**config.mk**
```make
export PLATFORM = sky130hd
export DESIGN_NAME = instr_pair_ctrl
export DESIGN_NICKNAME = d
export VERILOG_FILES = /design/src/rtl/instr_pair_ctrl.sv
export SDC_FILE = /design/constraint.sdc
export NUM_CORES = 1
export LEC_CHECK = 0
export BUFFER_PORTS_ARGS = -buffer_cell sky130_fd_sc_hd__buf_2
export CAP_MARGIN = 20
export CORE_ASPECT_RATIO = 1.2
export CORE_MARGIN = 1
export CORE_UTILIZATION = 38
export CTS_CLUSTER_DIAMETER = 150
export CTS_CLUSTER_SIZE = 12
export DETAILED_ROUTE_END_ITERATION = 8
export MAX_ROUTING_LAYER = met4
export SLEW_MARGIN = 20
export SYNTH_ARGS = -nofsm -noshare
export SYNTH_HDL_FRONTEND = slang
export SYNTH_SLANG_ARGS = --single-unit
```
**constraint.sdc**
```tcl
create_clock -name clk_i -period 1.9 [get_ports clk_i]
set_input_delay 0 -clock clk_i [delete_from_list [all_inputs] [get_ports clk_i]]
set_output_delay 0 -clock clk_i [all_outputs]
set_load 0.05 [all_outputs]
```
**src/rtl/instr_pair_ctrl.sv**
```systemverilog
// Thumb halfword pairing: joins 32-bit prefixes with their second half
// and presents whole instructions to decode through an output register.
//
// Ports:
//   clk_i, rst_i           clock, synchronous active-high reset
//   instr_valid_i          fetch offers instruction_i this cycle
//   instruction_i[15:0]    fetched halfword
//   instr_ready_o          halfword is taken this cycle
//   stall_i                decode cannot take a new instruction
//   flush_i                redirect, drop all held state
//   out_valid_o            instruction presented to decode
//   first_hw_o[15:0]       first (or only) halfword
//   second_hw_o[15:0]      second halfword, zero for 16-bit
//   is_32bit_o             presented instruction is 32-bit
//   pair_pending_o         prefix held, second half outstanding
//   pair_fault_o           one-cycle pulse on pairing timeout
//
// Optional: define INSTR_PAIR_TIMEOUT_EN to abort a pair after
// TIMEOUT_CYCLES idle cycles waiting for the second half.
module instr_pair_ctrl #(
  parameter int TIMEOUT_CYCLES = 15
) (
  input  logic        clk_i,
  input  logic        rst_i,
  input  logic        instr_valid_i,
  input  logic [15:0] instruction_i,
  output logic        instr_ready_o,
  input  logic        stall_i,
  input  logic        flush_i,
  output logic        out_valid_o,
  output logic [15:0] first_hw_o,
  output logic [15:0] second_hw_o,
  output logic        is_32bit_o,
  output logic        pair_pending_o,
  output logic        pair_fault_o
);

  typedef enum logic {
    IDLE,
    PAIR_WAIT
  } state_t;

  state_t      state_q;
  state_t      state_d;
  logic [15:0] prefix_q;
  logic        out_valid_q;
  logic [15:0] first_q;
  logic [15:0] second_q;
  logic        is32_q;

  logic        accept;
  logic        is_prefix;
  logic        pfx_take;
  logic        load_16;
  logic        load_32;
  logic        timeout_hit;

  assign instr_ready_o = !out_valid_q || !stall_i;
  assign accept = instr_valid_i && instr_ready_o && !flush_i;

  // 11101, 11110, 11111 open a 32-bit encoding
  assign is_prefix = (instruction_i[15:13] == 3'b111)
                  && (instruction_i[12:11] != 2'b00);

  assign pfx_take = accept && (state_q == IDLE) && is_prefix;
  assign load_16  = accept && (state_q == IDLE) && !is_prefix;
  assign load_32  = accept && (state_q == PAIR_WAIT);

`ifdef INSTR_PAIR_TIMEOUT_EN
  logic [7:0] cnt_q;
  logic       fault_q;

  assign timeout_hit = (state_q == PAIR_WAIT) && !accept
                    && !flush_i
                    && (cnt_q + 8'd1 == 8'(TIMEOUT_CYCLES));

  // counter sits at zero in IDLE so it is clear on PAIR_WAIT entry
  always_ff @(posedge clk_i) begin
    if (rst_i) begin
      cnt_q   <= 8'd0;
      fault_q <= 1'b0;
    end else begin
      fault_q <= timeout_hit;
      if (flush_i || state_q == IDLE || accept)
        cnt_q <= 8'd0;
      else
        cnt_q <= cnt_q + 8'd1;
    end
  end

  assign pair_fault_o = fault_q;
`else
  logic [7:0] unused_timeout;

  assign unused_timeout = 8'(TIMEOUT_CYCLES);
  assign timeout_hit    = 1'b0;
  assign pair_fault_o   = 1'b0;
`endif

  always_comb begin
    state_d = state_q;
    unique case (1'b1)
      flush_i:     state_d = IDLE;
      pfx_take:    state_d = PAIR_WAIT;
      load_32:     state_d = IDLE;
      timeout_hit: state_d = IDLE;
      default:     ;
    endcase
  end

  always_ff @(posedge clk_i) begin
    if (rst_i) begin
      state_q  <= IDLE;
      prefix_q <= 16'h0000;
    end else begin
      state_q <= state_d;
      if (flush_i || timeout_hit)
        prefix_q <= 16'h0000;
      else if (pfx_take)
        prefix_q <= instruction_i;
    end
  end

  // a load in the drain cycle keeps out_valid high for 1/cycle flow
  always_ff @(posedge clk_i) begin
    if (rst_i) begin
      out_valid_q <= 1'b0;
      first_q     <= 16'h0000;
      second_q    <= 16'h0000;
      is32_q      <= 1'b0;
    end else if (flush_i) begin
      out_valid_q <= 1'b0;
    end else if (load_16) begin
      out_valid_q <= 1'b1;
      first_q     <= instruction_i;
      second_q    <= 16'h0000;
      is32_q      <= 1'b0;
    end else if (load_32) begin
      out_valid_q <= 1'b1;
      first_q     <= prefix_q;
      second_q    <= instruction_i;
      is32_q      <= 1'b1;
    end else if (out_valid_q && !stall_i) begin
      out_valid_q <= 1'b0;
    end
  end

  assign out_valid_o    = out_valid_q;
  assign first_hw_o     = first_q;
  assign second_hw_o    = second_q;
  assign is_32bit_o     = is32_q;
  assign pair_pending_o = (state_q == PAIR_WAIT);

endmodule

```
# Yosys cells after proc, flatten, opt, wreduce, memory -nomap -nowiden
# Cells that the tools add are included.
[totals]
reg_bits = 51
elab_cells = 39
inputBits = 21
out_inout_bits = 37
[op_classes]
n_reduce_logical = 20
muxes = 10
n_eq_ne = 1
n_bitwise = 2
[op_table]
columns = ["op", "count"]
rows = [
  ["$mux 16", 4],
  ["$logic_and 1x1->1", 8],
  ["$reduce_bool 2->1", 3],
  ["$mux 1", 5],
  ["$logic_not 1->1", 4],
  ["$reduce_or 2->1", 2],
  ["$eq 3x3->1 const B", 1],
  ["$reduce_bool 3->1", 1],
  ["$not 1->1", 2],
  ["$pmux 1 s2", 1],
  ["$reduce_and 2->1", 1],
  ["$logic_or 1x1->1", 1],
]

# Depth between registers and ports, before layout
# Gate-level depths: netlist of the first run.
[depth]
word_depth = 8
depth_mapped = 7
ltp_nobuf = 5

# Least setup slack after synthesis of the first run
# No wires, ideal clock.
[synth_timing]
path_kind = "register to register"
from = "register out_valid_q, in the netlist out_valid_o"
to = "register second_q[10], in the netlist second_hw_o[10]"
synth_period_minus_slack_ns = 2.031
arrival_time_ns = 1.971
stages_incl_launch_ff = 8
path_slack_ns = -0.131
t_required_ns = 1.840
setup_ns = 0.060
path_buffers = 2
path_cell_list = "dfxtp_1 -> and2_1 -> buf_2 -> inv_1 -> nand2b_1 -> nor3_2 -> buf_2 -> a22o_1"
[synth_via]
elab_chain_cells = 8
word_cells_on_any_way = 10
cone_classes = "1 x mux; 9 x reduce/logical"
[synth_rtl]
columns = ["item", "line", "text"]
rows = [
  ["start: declaration", "46", "logic out_valid_q;"],
  ["start signal: assignment", "127", "out_valid_q <= 1'b0;"],
  ["start signal: assignment", "132", "out_valid_q <= 1'b0;"],
  ["start signal: assignment", "134", "out_valid_q <= 1'b1;"],
  ["$logic_not 1->1 (*)", "58", "assign instr_ready_o = !out_valid_q || !stall_i;"],
  ["$logic_or 1x1->1 (*)", "58", ""],
  ["named net instr_ready_o", "27", "output logic instr_ready_o,"],
  ["$logic_and 1x1->1 (*) (2 in series)", "59", "assign accept = instr_valid_i && instr_ready_o && !flush_i;"],
  ["$logic_and 1x1->1 (2 in series)", "66", "assign load_16 = accept && (state_q == IDLE) && !is_prefix;"],
  ["$reduce_bool 2->1 (no source line)", "--", ""],
  ["$reduce_and 2->1 (no source line)", "--", ""],
  ["end signal: assignment", "141", "second_q <= instruction_i;"],
  ["end: declaration", "48", "logic [15:0] second_q;"],
]
# Mark *: on every way through the listed nets, which the timed path passes. The rest lies on a longest branch.
# A chain may end at the register's enable or synchronous reset.

# Worst setup path in the final report of the first run
[layout_timing]
from = "input instruction_i[11]"
to = "register first_q[3], in the netlist first_hw_o[3]"
[layout_via]
elab_chain_cells = 6
word_cells_on_any_way = 7
cone_classes = "1 x mux; 6 x reduce/logical"
[layout_rtl]
columns = ["item", "line", "text"]
rows = [
  ["start: declaration", "26", "input logic [15:0] instruction_i,"],
  ["$reduce_bool 2->1 (*)", "63", "&& (instruction_i[12:11] != 2'b00);"],
  ["$logic_and 1x1->1 (*)", "63", ""],
  ["$logic_not 1->1 (*)", "66", ""],
  ["$logic_and 1x1->1 (*)", "66", ""],
  ["$reduce_bool 2->1 (no source line)", "--", ""],
  ["$reduce_and 2->1 (no source line)", "--", ""],
  ["end signal: assignment", "135", "first_q <= instruction_i;"],
  ["end signal: assignment", "140", "first_q <= prefix_q;"],
  ["end: declaration", "47", "logic [15:0] first_q;"],
]
# Every way passes the cells marked *; elsewhere a longest branch is shown, timed or not.

==> results of run 1 <==
synthesized netlist by cell type:
cell	count	area share
conb_1	1	0.0019
nand2_1	28	0.054
a211oi_1	3	0.012
or4_1	1	0.0039
nor3_2	1	0.0052
a21oi_1	4	0.010
buf_6	1	0.0058
nor4_4	1	0.011
a211oi_2	1	0.0065
clkbuf_1	4	0.0078
o2111a_2	1	0.0065
dfxtp_1	51	0.53
a22o_1	16	0.072
buf_1	1	0.0019
inv_1	2	0.0039
buf_2	8	0.021
nor2_1	40	0.078
mux2i_1	15	0.078
o21ai_0	1	0.0026
nor4b_2	1	0.0078
and2_1	1	0.0032
nand2b_1	2	0.0065
a311oi_1	13	0.059
or2_2	1	0.0032
buf_4	3	0.012
worst max-delay path by stage:
stage                      start               to  slack [ns]  depth (start not counted)
2_1_floorplan        out_valid_o  second_hw_o[10]        0.05                          7
3_3_place_gp         out_valid_o   first_hw_o[10]        0.10                          5
3_5_place_dp         out_valid_o    first_hw_o[4]        0.07                          5
4_1_cts        instruction_i[11]    first_hw_o[4]        0.05                          6
5_1_grt        instruction_i[11]    first_hw_o[0]        0.01                          7
6_report       instruction_i[11]    first_hw_o[3]        0.15                          7
cell type report:
cell class	count	share of cell area
clock inverter	2	0.0135
sequential	51	0.394
multi-input combinational	131	0.324
inverter	2	0.00433
clock buffer	6	0.0318
timing repair buffer	84	0.204
tap	60	0.0289
per-layer routing:
layer  vias to the layer above  share of wire  routed length (um)
met5                         -              0                   0
met4                         0          0.015                  70
met3                         6          0.038                 172
met2                        38           0.48                2170
met1                       761           0.47                2140
li1                        843              -                   -
report_power, final:
part | total [mW] | internal, mW | leakage, nW | switching, mW
logic | 0.298 | 0.100 | 0.592 | 0.197
registers | 1.11 | 1.09 | 0.414 | 0.0125
clock network | 0.779 | 0.426 | 0.0612 | 0.353
total | 2.18 | 1.62 | 1.07 | 0.563
worst max-delay path, stage by stage:
cell and delay, ns:
dlygate4sd3_1 0.53, buf_2 0.15, o2111a_2 0.33, a211oi_4 0.36, buf_4 0.29, nor2_1 0.06, a311oi_1 0.24
timing repair:
item,CTS,global route
hold buffers,16,0
gates resized for setup,0,1
setup endpoints to repair,0,12
endpoints found under the hold margin,41,0
cell families (layout without fill, tap and decap cells):
kind of cell / after synthesis / after routing / synth area share
muxes: 15 / 15 / 0.0776
buffers and inverters: 19 / 94 / 0.0517
DFF: 51 / 51 / 0.527
AOI/OAI and AO/OA: 39 / 39 / 0.169
and+or+nand+nor: 76 / 76 / 0.173
other: 1 / 1 / 0.00194
sequential cells by signal, summed over array words and instances, names as in the netlist:
| name | flops |
|---|---|
| out_valid_o | 1 |
| pair_pending_o | 1 |
| prefix_q | 16 |
| first_hw_o | 16 |
| is_32bit_o | 1 |
| second_hw_o | 16 |
==> flow_metrics.tcl, run 1 <==
set metrics [dict create \
    grt_max_degree 21 \
    cp_max_fo 17 \
    viasPerCell 4.90 \
    die_area_mm2 0.00538 \
    grt_util_met1 0.230 \
    antenna_left 0 \
    worst_pin_slew_ns 0.683 \
    core.rowCount 28 \
    hold_violations 0 \
    fin_crit_sh 0.921 \
    max_slew_margin 0.544 \
    multi_input_area_um2 841 \
    cp-end-kind "register" \
    power.density_mw_per_mm2 840 \
    grt_pass1_wl_um 7200 \
    critical_path_class "input pin to register" \
    seq_area_frac_synth 0.527 \
    peakVddDrop_v 0.000397 \
    syn_area_mm2 0.00194 \
    dr_total_vias 1648 \
    grt.total_usage 0.186 \
    first_iter_violations 84 \
    outcome "completed" \
    total_power_mw 2.18 \
    placed_cell_area_mm2 0.00231 \
    min_delay_path_depth 4 \
    period_needed_ns 1.75 \
    routabilityCongestion 0.768 \
    drv_cap 0 \
    hp-start "instr_valid_i" \
    timing.fmax_mhz 571 \
    hold-worst-slack_ns 0.0687 \
    drive_gt1_frac 0.312 \
    rsz0062_at_grt "no" \
    nFillCells 478 \
    cp.required_ns 2.12 \
    hold_end "pair_pending_o" \
    hpwl_um 3010 \
    cts_buffers 5 \
    critPathLaunchType "input pin" \
    p_leak_nw 1.07 \
    cts.sinks 51 \
    initial_utilization 0.395 \
    synth-seq-cells 51 \
    finalSetupViolCount 0 \
    first_global_vias 1533 \
    layout_common_cells "buf_2 (56), dfxtp_1 (49), nor2_1 (40), nand2_1 (28)" \
    core_mm2 0.00490 \
    use_met3 0.0398 \
    r2r_cells 5 \
    cts_setup_buffers 0 \
    syn2layout_area_growth_pct 34.3 \
    h-tree-depth 2 \
    route.detailed.drc 0 \
    setup_slack_ns 0.150 \
    arrival_ns 1.97 \
    fin_tns_setup_ns 0 \
    yosysWarnings 0 \
    dpl.cell_count 312 \
    finClkSkew_ns 0.00815 \
    synth_cell_types 25 \
    io_buffers 56 \
    clk_pin_slew_ns 0.10 \
    die_w_um 67.2 \
    synth_cells 201 \
    syn_nets 222 \
    rrSetupSlack_ns 0.27 \
    gr-total-overflow 0 \
    clk_latency_ns 0.30 \
    seqCellArea_mm2 0.00102 \
    postLayoutCoreUtil 0.530 \
    die_y_um 80.2 \
    hp-class "input pin to register" \
    clockRootBuffer "clkbuf_8" \
    num_io_pins 58 \
    grt.met2_usage 0.296 \
    cts_tree "done" \
    finalInstanceArea_mm2 0.00260 \
    place_ws_ns 0.0732 \
    reg2reg_to "first_hw_o[12]" \
    syn_avg_cell_area_um2 9.63 \
    grt-busiest-layer "met2" \
    drv_slew 0 \
    layout.nets 296 \
    stdcell_count 336 \
    avgRoutedWirePerCell_um 13.5 \
    cts_max_path_buffers 2 \
    antenna_found_initial 0 \
    wl_um 4550 \
    antenna-diode-count 0 \
    firstDrtPassIters 4 \
    mostFrequentLayoutCell "buf_2" \
    r2r-start "out_valid_o" \
]
No activity file was read; power rests on OpenSTA's default activity.
==> run 2, diff against run 1 <==
--- a/config.mk
+++ b/config.mk
@@ -5,6 +5,7 @@
 export SDC_FILE = /design/constraint.sdc
 export NUM_CORES = 1
 export LEC_CHECK = 0
+export ABC_AREA = 1
 export BUFFER_PORTS_ARGS = -buffer_cell sky130_fd_sc_hd__buf_2
 export CAP_MARGIN = 20
 export CORE_ASPECT_RATIO = 1.2
==> flow_metrics.tcl, run 2 <==
set metrics [dict create \
    fin_tns_setup_ns 0 \
    grt.total_usage 0.210 \
    avgRoutedWirePerCell_um 13.5 \
    ys.flop_type "dfxtp_1" \
    cp_max_fo 20 \
    drv_cap 0 \
    p_leak_nw 1.37 \
    die_w_um 72.5 \
    outcome "completed" \
    antenna_found_initial 0 \
    peakVddDrop_v 0.000430 \
    viasPerCell 4.71 \
    syn2layout_area_growth_pct 24.0 \
    synth_edf_count 0 \
    wl_um 6060 \
    nFillCells 621 \
    cts_tree "done" \
    total_power_mw 2.30 \
    hp-class "input pin to register" \
    cp-end-kind "register" \
    layout_common_cells "nor2_1 (95), buf_2 (56), nand2_1 (55), dfxtp_1 (50), o21ai_0 (30)" \
    critPathLaunchType "register" \
    dr_total_vias 2121 \
    num_io_pins 58 \
    cts_resized 0 \
    clkPwrFrac 0.301 \
    cts_max_path_buffers 2 \
    cts_buffers 5 \
    arrival_ns 1.89 \
    critical_path_class "register to register" \
    power.share.switching 0.311 \
    finClkSkew_ns 0.00556 \
    clockRootBuffer "clkbuf_8" \
    p_switching_mw 0.716 \
    syn_nets 329 \
    die_y_um 86.5 \
    hpwl_um 4180 \
    drive_gt1_frac 0.222 \
    die_area_mm2 0.00627 \
    hold_buffers 12 \
    drv_slew 0 \
    internal-power_mw 1.59 \
    synth_cells 308 \
    synth_area_leaders "dfxtp_1 (45%), nor2_1 (16%), nand2_1 (9.1%)" \
    core.rowCount 30 \
    gr-total-overflow 0 \
    seqPwrFrac 0.494 \
    routabilityCongestion 0.876 \
    first_iter_violations 126 \
    seq_area_frac_synth 0.451 \
    postLayoutCoreUtil 0.492 \
    clk_pin_slew_ns 0.09 \
    syn_avg_cell_area_um2 7.35 \
    combPwrFrac 0.205 \
    core_mm2 0.00571 \
    firstDrtPassIters 4 \
    power.density_mw_per_mm2 820 \
    yosysWarnings 0 \
    synth-seq-cells 51 \
    antenna-diode-count 0 \
    finalSetupViolCount 0 \
    synth.most_common_cell "nor2_1" \
    grt_pass1_wl_um 9740 \
    grt_max_degree 34 \
    io_buffers 56 \
    h-tree-depth 2 \
    antenna_left 0 \
    synth_cell_types 22 \
    route.detailed.drc 0 \
    mostFrequentLayoutCell "nor2_1" \
    synth_top_cell_by_area "dfxtp_1" \
    cts_setup_buffers 0 \
    first_global_vias 1937 \
    rsz0062_at_grt "no" \
    max_slew_margin 0.575 \
    timing.fmax_mhz 592 \
    clk_latency_ns 0.31 \
    syn_area_mm2 0.00226 \
    async_flop_share 0 \
    yosysTopAreaCellShare 0.451 \
    hold_violations 0 \
    worst_pin_slew_ns 0.636 \
    initial_utilization 0.397 \
    ys_top_cells_by_count "nor2_1 (95), nand2_1 (55), dfxtp_1 (51)" \
    layout.nets 390 \
    cts.sinks 51 \
    cp.required_ns 2.10 \
    period_needed_ns 1.69 \
    fin_crit_sh 0.889 \
]
## run 2: cell types whose count changed after synthesis, moves of 5 or more
cell	delta
nor2_1	+55
o21ai_0	+29
nand2_1	+27
a22o_1	-16
nand3b_1	+16
mux2i_1	-15
o211ai_1	+14
a311oi_1	-13
inv_1	+6
buf_2	-5
## run 2: final cells by class
cell class / instances / area (um2) / area share
Sequential cell: 51 / 1020 / 0.364
Inverter: 11 / 41.3 / 0.0147
Timing Repair Buffer: 73 / 450 / 0.160
Multi-Input combinational cell: 227 / 1090 / 0.389
Clock buffer: 8 / 100 / 0.0357
Tap cell: 80 / 100 / 0.0357
## run 2: power by group through the flow
stage	clock [mW]	combinational (mW)	sequential [mW]
finish	0.694	0.471	1.14
detailed placement	0	0.453	1.16
global placement	0	0.450	1.16
floorplan	0	0.180	1.32
global route	0.749	0.511	1.14
CTS	0.697	0.472	1.14
## run 2: logic make-up after synthesis
logic type,after synthesis,synth area share
AO/OA/AOI/OAI,48,0.122
flip-flops,51,0.451
other,1,0.00166
buffers and inverters,30,0.0663
AND/OR/NAND/NOR,178,0.359
## run 2: critical path: stages (launching register included)
cell     delay, ns
dfxtp_1       0.40
inv_1         0.09
nand3_4       0.22
nor2_8        0.10
nor2_4        0.36
inv_2         0.22
nor2_1        0.14
nor2_1        0.05
## run 2: metal layers
metal / vias to the layer above / track usage / part of all wire
met2: 53 / 0.325 / 0.48
met1: 958 / 0.272 / 0.47
met5: - / - / 0
met3: 4 / 0.0430 / 0.047
li1: 1106 / - / -
met4: 0 / 0.0713 / 0.0071
## run 2: stage by stage
stage               cells  cell area (um2)  setup WS [ns]  hold WS [ns]
floorplan             308             2260          0.206        0.0724
global placement      430             2590          0.323         0.208
detailed placement    430             2590          0.254         0.202
CTS                   450             2810          0.238       0.00477
global route          450             2810        0.00661        0.0153
finish                450             2810          0.212       0.00391
## run 2: worst paths after layout
path,start,slack [ns],cells past startpoint,endpoint
setup / recovery,pair_pending_o,0.21,7,second_hw_o[4]
hold / removal,instruction_i[12],0.004,3,prefix_q[12]
setup reg to reg,pair_pending_o,0.21,7,second_hw_o[4]
hold reg to reg,prefix_q[12],0.47,2,prefix_q[12]
